$ cat src/rtl/vfu_mbus_wb_bridge_if.sv
// Bundles the Vfu mbus AR/R/AW/W/B channels and the Wishbone-classic master signals.
// The slave modport is the bridge's view; the master modport is the Vfu plus SoC-bus view.
interface vfu_mbus_wb_bridge_if #(
    parameter int ADDR_WIDTH = 32,
    parameter int DATA_WIDTH = 32
);
    logic [ADDR_WIDTH-1:0]   mbus_ar_addr;
    logic                    mbus_ar_valid;
    logic                    mbus_ar_ready;
    logic [DATA_WIDTH-1:0]   mbus_r_data;
    logic                    mbus_r_valid;
    logic                    mbus_r_ready;
    logic [ADDR_WIDTH-1:0]   mbus_aw_addr;
    logic                    mbus_aw_valid;
    logic                    mbus_aw_ready;
    logic [DATA_WIDTH-1:0]   mbus_w_data;
    logic [DATA_WIDTH/8-1:0] mbus_w_strb;
    logic                    mbus_w_valid;
    logic                    mbus_b_resp;
    logic                    mbus_b_valid;
    logic                    mbus_b_ready;
    logic [ADDR_WIDTH-3:0]   wb_adr;
    logic [DATA_WIDTH-1:0]   wb_dat_w;
    logic [DATA_WIDTH-1:0]   wb_dat_r;
    logic [DATA_WIDTH/8-1:0] wb_sel;
    logic                    wb_cyc;
    logic                    wb_stb;
    logic                    wb_we;
    logic                    wb_ack;
    logic                    wb_err;

    modport slave (
        input  mbus_ar_addr, mbus_ar_valid, mbus_r_ready,
        input  mbus_aw_addr, mbus_aw_valid, mbus_w_data, mbus_w_strb, mbus_w_valid, mbus_b_ready,
        input  wb_dat_r, wb_ack, wb_err,
        output mbus_ar_ready, mbus_r_data, mbus_r_valid, mbus_aw_ready, mbus_b_resp, mbus_b_valid,
        output wb_adr, wb_dat_w, wb_sel, wb_cyc, wb_stb, wb_we
    );

    modport master (
        output mbus_ar_addr, mbus_ar_valid, mbus_r_ready,
        output mbus_aw_addr, mbus_aw_valid, mbus_w_data, mbus_w_strb, mbus_w_valid, mbus_b_ready,
        output wb_dat_r, wb_ack, wb_err,
        input  mbus_ar_ready, mbus_r_data, mbus_r_valid, mbus_aw_ready, mbus_b_resp, mbus_b_valid,
        input  wb_adr, wb_dat_w, wb_sel, wb_cyc, wb_stb, wb_we
    );
endinterface

$ cat src/rtl/vfu_mbus_wb_bridge.sv
// Vfu mbus to Wishbone-classic bridge: single-beat, one-outstanding transactions with a
// W-beat FIFO, alternating read/write priority and a bus timeout.
module vfu_mbus_wb_bridge #(
    parameter int ADDR_WIDTH       = 32,
    parameter int DATA_WIDTH       = 32,
    parameter int WFIFO_DEPTH_BITS = 4,
    parameter int TIMEOUT_CYCLES   = 255
) (
    input  logic                     clk,
    input  logic                     rst_n,
    vfu_mbus_wb_bridge_if.slave      bus,
    output logic                     err_sticky
);
    localparam int STRB_WIDTH  = DATA_WIDTH / 8;
    localparam int DEPTH       = 2 ** WFIFO_DEPTH_BITS;
    localparam int TIMER_WIDTH = $clog2(TIMEOUT_CYCLES + 1);

    typedef enum logic [2:0] {IDLE, RD, WR, RD_RSP, WR_RSP} state_t;
    state_t state;

    logic [DATA_WIDTH-1:0]       fifo_data [DEPTH];
    logic [STRB_WIDTH-1:0]       fifo_strb [DEPTH];
    logic [WFIFO_DEPTH_BITS-1:0] wr_ptr;
    logic [WFIFO_DEPTH_BITS-1:0] rd_ptr;
    logic [WFIFO_DEPTH_BITS:0]   count;
    logic                        fifo_empty;
    logic                        fifo_full;
    logic                        push;
    logic                        overflow;
    logic                        prio_rd;
    logic [TIMER_WIDTH-1:0]      timer;
    logic                        cyc;
    logic                        rd_req;
    logic                        wr_req;
    logic                        grant_rd;
    logic                        grant_wr;
    logic                        timed_out;
    logic                        terminate;
    logic                        ok;

    assign fifo_empty = (count == '0);
    assign fifo_full  = (count == (WFIFO_DEPTH_BITS + 1)'(DEPTH));
    assign push       = bus.mbus_w_valid & ~fifo_full;
    assign overflow   = bus.mbus_w_valid & fifo_full;

    // A write is only requestable once its data beat is already buffered.
    assign rd_req   = bus.mbus_ar_valid;
    assign wr_req   = bus.mbus_aw_valid & ~fifo_empty;
    assign grant_rd = rst_n && (state == IDLE) && rd_req && (!wr_req || prio_rd);
    assign grant_wr = rst_n && (state == IDLE) && wr_req && (!rd_req || !prio_rd);

    assign bus.mbus_ar_ready = grant_rd;
    assign bus.mbus_aw_ready = grant_wr;

    assign timed_out = (timer == TIMER_WIDTH'(TIMEOUT_CYCLES - 1));
    assign terminate = bus.wb_ack | bus.wb_err | timed_out;
    assign ok        = bus.wb_ack & ~bus.wb_err;

    assign bus.wb_cyc = cyc;
    assign bus.wb_stb = cyc;

    always_ff @(posedge clk) begin
        if (push) begin
            fifo_data[wr_ptr] <= bus.mbus_w_data;
            fifo_strb[wr_ptr] <= bus.mbus_w_strb;
        end
    end

    always_ff @(posedge clk or negedge rst_n) begin
        if (!rst_n) begin
            state           <= IDLE;
            cyc             <= 1'b0;
            bus.wb_we       <= 1'b0;
            bus.wb_adr      <= '0;
            bus.wb_dat_w    <= '0;
            bus.wb_sel      <= '0;
            bus.mbus_r_data <= '0;
            bus.mbus_r_valid <= 1'b0;
            bus.mbus_b_valid <= 1'b0;
            bus.mbus_b_resp <= 1'b0;
            err_sticky      <= 1'b0;
            wr_ptr          <= '0;
            rd_ptr          <= '0;
            count           <= '0;
            prio_rd         <= 1'b1;
            timer           <= '0;
        end else begin
            if (push) wr_ptr <= wr_ptr + 1'b1;
            if (grant_wr) rd_ptr <= rd_ptr + 1'b1;
            if (push && !grant_wr) count <= count + 1'b1;
            else if (grant_wr && !push) count <= count - 1'b1;
            if (overflow) err_sticky <= 1'b1;

            case (state)
                IDLE: begin
                    if (grant_rd) begin
                        bus.wb_adr <= bus.mbus_ar_addr[ADDR_WIDTH-1:2];
                        bus.wb_sel <= '1;
                        bus.wb_we  <= 1'b0;
                        cyc        <= 1'b1;
                        timer      <= '0;
                        prio_rd    <= 1'b0;
                        state      <= RD;
                    end else if (grant_wr) begin
                        bus.wb_adr   <= bus.mbus_aw_addr[ADDR_WIDTH-1:2];
                        bus.wb_dat_w <= fifo_data[rd_ptr];
                        bus.wb_sel   <= fifo_strb[rd_ptr];
                        bus.wb_we    <= 1'b1;
                        cyc          <= 1'b1;
                        timer        <= '0;
                        prio_rd      <= 1'b1;
                        state        <= WR;
                    end
                end
                RD: begin
                    if (terminate) begin
                        cyc              <= 1'b0;
                        bus.mbus_r_data  <= ok ? bus.wb_dat_r : '0;
                        bus.mbus_r_valid <= 1'b1;
                        if (!ok) err_sticky <= 1'b1;
                        state            <= RD_RSP;
                    end else begin
                        timer <= timer + 1'b1;
                    end
                end
                WR: begin
                    if (terminate) begin
                        cyc              <= 1'b0;
                        bus.wb_we        <= 1'b0;
                        bus.mbus_b_resp  <= ~ok;
                        bus.mbus_b_valid <= 1'b1;
                        if (!ok) err_sticky <= 1'b1;
                        state            <= WR_RSP;
                    end else begin
                        timer <= timer + 1'b1;
                    end
                end
                RD_RSP: begin
                    if (bus.mbus_r_ready) begin
                        bus.mbus_r_valid <= 1'b0;
                        state            <= IDLE;
                    end
                end
                WR_RSP: begin
                    if (bus.mbus_b_ready) begin
                        bus.mbus_b_valid <= 1'b0;
                        state            <= IDLE;
                    end
                end
                default: state <= IDLE;
            endcase
        end
    end
endmodule

$ cat src/flat_wrapper.sv
// flat-port wrapper written by rule: the top's interface ports become plain ports
module vfu_mbus_wb_bridge_flat 
#(
    parameter int ADDR_WIDTH       = 32,
    parameter int DATA_WIDTH       = 32,
    parameter int WFIFO_DEPTH_BITS = 4,
    parameter int TIMEOUT_CYCLES   = 255
)
  (clk, rst_n, err_sticky, bus_mbus_ar_addr, bus_mbus_ar_valid, bus_mbus_r_ready, bus_mbus_aw_addr, bus_mbus_aw_valid, bus_mbus_w_data, bus_mbus_w_strb, bus_mbus_w_valid, bus_mbus_b_ready, bus_wb_dat_r, bus_wb_ack, bus_wb_err, bus_mbus_ar_ready, bus_mbus_r_data, bus_mbus_r_valid, bus_mbus_aw_ready, bus_mbus_b_resp, bus_mbus_b_valid, bus_wb_adr, bus_wb_dat_w, bus_wb_sel, bus_wb_cyc, bus_wb_stb, bus_wb_we);
  vfu_mbus_wb_bridge_if #(.ADDR_WIDTH(ADDR_WIDTH), .DATA_WIDTH(DATA_WIDTH)) bus_i ();
  input  logic clk;
  input  logic rst_n;
  output logic err_sticky;
  input wire logic [$bits(bus_i.mbus_ar_addr)-1:0] bus_mbus_ar_addr;
  input wire logic [$bits(bus_i.mbus_ar_valid)-1:0] bus_mbus_ar_valid;
  input wire logic [$bits(bus_i.mbus_r_ready)-1:0] bus_mbus_r_ready;
  input wire logic [$bits(bus_i.mbus_aw_addr)-1:0] bus_mbus_aw_addr;
  input wire logic [$bits(bus_i.mbus_aw_valid)-1:0] bus_mbus_aw_valid;
  input wire logic [$bits(bus_i.mbus_w_data)-1:0] bus_mbus_w_data;
  input wire logic [$bits(bus_i.mbus_w_strb)-1:0] bus_mbus_w_strb;
  input wire logic [$bits(bus_i.mbus_w_valid)-1:0] bus_mbus_w_valid;
  input wire logic [$bits(bus_i.mbus_b_ready)-1:0] bus_mbus_b_ready;
  input wire logic [$bits(bus_i.wb_dat_r)-1:0] bus_wb_dat_r;
  input wire logic [$bits(bus_i.wb_ack)-1:0] bus_wb_ack;
  input wire logic [$bits(bus_i.wb_err)-1:0] bus_wb_err;
  output wire logic [$bits(bus_i.mbus_ar_ready)-1:0] bus_mbus_ar_ready;
  output wire logic [$bits(bus_i.mbus_r_data)-1:0] bus_mbus_r_data;
  output wire logic [$bits(bus_i.mbus_r_valid)-1:0] bus_mbus_r_valid;
  output wire logic [$bits(bus_i.mbus_aw_ready)-1:0] bus_mbus_aw_ready;
  output wire logic [$bits(bus_i.mbus_b_resp)-1:0] bus_mbus_b_resp;
  output wire logic [$bits(bus_i.mbus_b_valid)-1:0] bus_mbus_b_valid;
  output wire logic [$bits(bus_i.wb_adr)-1:0] bus_wb_adr;
  output wire logic [$bits(bus_i.wb_dat_w)-1:0] bus_wb_dat_w;
  output wire logic [$bits(bus_i.wb_sel)-1:0] bus_wb_sel;
  output wire logic [$bits(bus_i.wb_cyc)-1:0] bus_wb_cyc;
  output wire logic [$bits(bus_i.wb_stb)-1:0] bus_wb_stb;
  output wire logic [$bits(bus_i.wb_we)-1:0] bus_wb_we;
  assign bus_i.mbus_ar_addr = bus_mbus_ar_addr;
  assign bus_i.mbus_ar_valid = bus_mbus_ar_valid;
  assign bus_i.mbus_r_ready = bus_mbus_r_ready;
  assign bus_i.mbus_aw_addr = bus_mbus_aw_addr;
  assign bus_i.mbus_aw_valid = bus_mbus_aw_valid;
  assign bus_i.mbus_w_data = bus_mbus_w_data;
  assign bus_i.mbus_w_strb = bus_mbus_w_strb;
  assign bus_i.mbus_w_valid = bus_mbus_w_valid;
  assign bus_i.mbus_b_ready = bus_mbus_b_ready;
  assign bus_i.wb_dat_r = bus_wb_dat_r;
  assign bus_i.wb_ack = bus_wb_ack;
  assign bus_i.wb_err = bus_wb_err;
  assign bus_mbus_ar_ready = bus_i.mbus_ar_ready;
  assign bus_mbus_r_data = bus_i.mbus_r_data;
  assign bus_mbus_r_valid = bus_i.mbus_r_valid;
  assign bus_mbus_aw_ready = bus_i.mbus_aw_ready;
  assign bus_mbus_b_resp = bus_i.mbus_b_resp;
  assign bus_mbus_b_valid = bus_i.mbus_b_valid;
  assign bus_wb_adr = bus_i.wb_adr;
  assign bus_wb_dat_w = bus_i.wb_dat_w;
  assign bus_wb_sel = bus_i.wb_sel;
  assign bus_wb_cyc = bus_i.wb_cyc;
  assign bus_wb_stb = bus_i.wb_stb;
  assign bus_wb_we = bus_i.wb_we;
  vfu_mbus_wb_bridge #(.ADDR_WIDTH(ADDR_WIDTH), .DATA_WIDTH(DATA_WIDTH), .WFIFO_DEPTH_BITS(WFIFO_DEPTH_BITS), .TIMEOUT_CYCLES(TIMEOUT_CYCLES)) u_core (.clk(clk), .rst_n(rst_n), .bus(bus_i), .err_sticky(err_sticky));
endmodule
$ cat config.mk
export PLATFORM = sky130hd
export DESIGN_NAME = vfu_mbus_wb_bridge_flat
export DESIGN_NICKNAME = d
export VERILOG_FILES = /design/src/rtl/vfu_mbus_wb_bridge_if.sv /design/src/rtl/vfu_mbus_wb_bridge.sv /design/src/flat_wrapper.sv
export SDC_FILE = /design/constraint.sdc
export NUM_CORES = 1
export LEC_CHECK = 0
export ABC_AREA = 1
export CAP_MARGIN = 20
export CORE_MARGIN = 2
export CORE_UTILIZATION = 38
export DETAILED_ROUTE_END_ITERATION = 8
export SKIP_LAST_GASP = 1
export SYNTH_ARGS = -nofsm -noshare
export SYNTH_HDL_FRONTEND = slang
export SYNTH_SLANG_ARGS = --single-unit
$ cat constraint.sdc
create_clock -name clk -period 3.91 [get_ports clk]
set_clock_uncertainty 0.2 [all_clocks]
set_input_delay 0.9775 -clock clk [delete_from_list [all_inputs] [get_ports clk]]
set_output_delay 0.9775 -clock clk [all_outputs]
set_load 0.005 [all_outputs]
==> impl_metrics.json <==
{
  "critPathCapture": "bus_mbus_ar_ready",
  "avgSynthCellArea_um2": 11.51,
  "crit_required_ns": 2.73,
  "crit_slowest_cell": "clkdlybuf4s50_1",
  "fin_nets": 2850,
  "synthArstFlopShare_pct": 18.30,
  "min_period_over_period_pct": 89.69,
  "routed_wl_um": 74880,
  "grt_pass1_wl_um": 112400,
  "cts.root.buffer_cell": "clkbuf_16",
  "path_class": "input port to output port",
  "die_h_um": 277.7,
  "initial_core_util_pct": 38.31,
  "report.final.slew_viol_count": 0,
  "critPathMaxStageDelay_ns": 0.51,
  "gp_congestion": 0.7439,
  "hold_buffers": 0,
  "synth_edf_count": 576,
  "multi_input_area_mm2": 0.007148,
  "grt.total_usage_pct": 19.05,
  "core_area_mm2": 0.07432,
  "layout_common_cells": "nand2_1, edfxtp_1, nand3_1",
  "drt-pass1-iter-count": 5,
  "fin_setup_tns_ns": 0,
  "grt_overflow": 0,
  "rows": 100,
  "seq_area_mm2": 0.02054,
  "relSlewSlack_pct": 34.93,
  "path_clk_slew_ns": 0.06,
  "die_area_mm2": 0.07714,
  "reg2reg_to": "u_core.bus.wb_dat_w[22]",
  "comb_power_share_pct": 32.9,
  "drive_gt1_share_pct": 7.620,
  "cts_resized": 0,
  "dp_hpwl_um": 38750,
  "synth_area_leader_cell": "edfxtp_1",
  "final_common_cell": "nand2_1",
  "grt_pass1_vias": 18960,
  "status": "completed",
  "wl_per_cell_um": 20.09,
  "swShare_pct": 35.11,
  "cp_max_fo": 2,
  "p_total_uw": 25150,
  "synth_area_mm2": 0.02848,
  "yosysTopAreaCellShare_pct": 60.74,
  "hold_violations": 0,
  "seq_area_frac_synth_pct": 72.08,
  "grt_max_degree": 181,
  "via_count": 19380,
  "setup_viol": 0,
  "synth_ff_type": "edfxtp_1",
  "antenna_left": 0,
  "drc": 0,
  "cts_tree": "done",
  "cts_sinks": 705,
  "cellLeakagePower_uw": 0.01273,
  "cp-startpoint": "bus_mbus_ar_valid",
  "start_kind": "input port",
  "power_frac_seq_pct": 40.0,
  "power_switching_uw": 8833,
  "pin_count": 248,
  "arrival_ns": 2.33,
  "grt_setup_unrepaired": "false",
  "yosysWarnings": 0,
  "fmax_mhz": 285.2,
  "drt_first_iter_violations": 1661,
  "synthesis.instances": 2475,
  "end_kind": "output port",
  "h-tree-depth": 3,
  "post_cts_buffers": 0,
  "ff2ff_setup_slack_ns": 1.01,
  "syn_to_final_growth_pct": 21.20,
  "reg2reg_depth": 8,
  "p_int_uw": 16320,
  "reg2reg_from": "u_core.rd_ptr[0]",
  "worst_pin_slew_ns": 0.9760,
  "die_x_um": 277.7,
  "ys_ff_latch": 705,
  "period_minus_slack_ns": 3.507,
  "clkPwrFrac_pct": 27.1,
  "cts_made_buffers": 74,
  "fill_cells": 6531,
  "yosys.cell_types.count": 40,
  "hold_depth": 2,
  "io_buffers": 243,
  "clk_path_buf_depth": 3,
  "cellPowerDensity_mw_per_mm2": 728.8,
  "antenna_found_initial": 4,
  "vias_per_cell": 5.200,
  "clk_latency_ns": 0.61,
  "path_cells": "clkdlybuf4s50_1, inv_1, nor2_2, nand2_4, inv_1, clkdlybuf4s50_1",
  "hold_path.class": "flip-flop to flip-flop",
  "peakVddDrop_v": 0.0004515,
  "synthTopCellsByArea": "edfxtp_1, dfrtp_1, nand2_1, nand3_1, nor2_1",
  "cap_violations": 0,
  "syn-num-nets": 2628
}
stage by stage:
step	hold slack, ns	utilization (%)	area (µm²)	worst slack, ns	cells
2_1_floorplan	0.2606	-	28480	0.4580	2475
3_3_place_gp	0.2685	43.26	32150	0.3835	3590
3_5_place_dp	0.2769	43.26	32150	0.3985	3590
4_1_cts	0.2913	46.43	34510	0.3915	3725
5_1_grt	0.3196	46.44	34510	0.3159	3727
6_report	0.2865	46.44	34510	0.4033	3727
worst max-delay path, delay by kind of cell:
kind	cells	cell delay, ns
simple gates	2	0.23
buf+inv	4	1.13
logic make-up after synthesis:
| group | synth area share (%) |
|---|---|
| AOI/OAI and AO/OA | 3.590 |
| and+or+nand+nor | 20.13 |
| DFF | 72.08 |
| adders and majority gates | 0.5536 |
| xor gates and xnor gates | 0.3998 |
| buffers and inverters | 3.247 |
layout make-up:
class | instances | share of cell area, %
clock inverters | 41 | 1.008
clock buffers | 94 | 5.822
repair buffers | 292 | 8.878
diodes | 2 | 0.01450
multi-input cells | 1576 | 20.71
well taps | 969 | 3.513
flip-flops and latches | 705 | 59.50
inverters | 48 | 0.5510
Yosys cell counts (2+ instances only):
library cell,instances
a21oi_1,74
buf_1,4
buf_2,85
buf_4,14
buf_6,5
clkbuf_1,38
clkinv_1,2
dfrtp_1,128
edfxtp_1,576
ha_1,11
inv_1,40
inv_2,6
nand2_1,766
nand2_2,5
nand2_4,3
nand3_1,413
nand4_1,4
nor2_1,158
nor2_2,3
o211ai_1,7
o21ai_0,49
o21ai_1,21
o22ai_1,32
or2_1,4
xnor2_1,3
xor2_1,10
state kept, by name, indices dropped and copies added, names as in the netlist, 3 cells and up:
| name | count |
|---|---|
| u_core.bus.wb_adr | 30 |
| u_core.bus.wb_sel | 4 |
| u_core.count | 5 |
| u_core.bus.mbus_r_data | 32 |
| u_core.state | 3 |
| u_core.rd_ptr | 4 |
| u_core.fifo_data | 512 |
| u_core.bus.wb_dat_w | 32 |
| u_core.wr_ptr | 4 |
| u_core.fifo_strb | 64 |
| u_core.timer | 8 |
layer usage:
layer	global-route usage, %	share of wire (%)	vias to the layer above
met1	25.29	43	9491
met4	5.752	2.1	4
li1	-	-	9039
met3	3.571	7.1	126
met5	0	0.035	-
met2	31.79	47	719
power groups by stage:
| stage | clock [µW] | combinational, µW | sequential (µW) |
|---|---|---|---|
| after global routing | 7250 | 9170 | 10200 |
| final | 6820 | 8260 | 10100 |
| after floorplan | 0 | 5120 | 9970 |
| after global placement | 0 | 8090 | 10200 |
| after detailed placement | 0 | 8290 | 10200 |
| after CTS | 6940 | 8320 | 10100 |
how the worst min path moves through the flow:
| stage | startpoint | endpoint | slack (ns) |
|---|---|---|---|
| floorplan | u_core.prio_rd | u_core.prio_rd | 0.26 |
| detailed placement | u_core.bus.mbus_r_data[26] | u_core.bus.mbus_r_data[26] | 0.28 |
| global route | u_core.bus.mbus_r_data[27] | u_core.bus.mbus_r_data[27] | 0.32 |
| global placement | u_core.bus.mbus_r_data[8] | u_core.bus.mbus_r_data[8] | 0.27 |
| CTS | u_core.bus.mbus_r_data[26] | u_core.bus.mbus_r_data[26] | 0.29 |
| finish | u_core.bus.mbus_r_data[28] | u_core.bus.mbus_r_data[28] | 0.29 |
(Power assumes the default switching activity.)
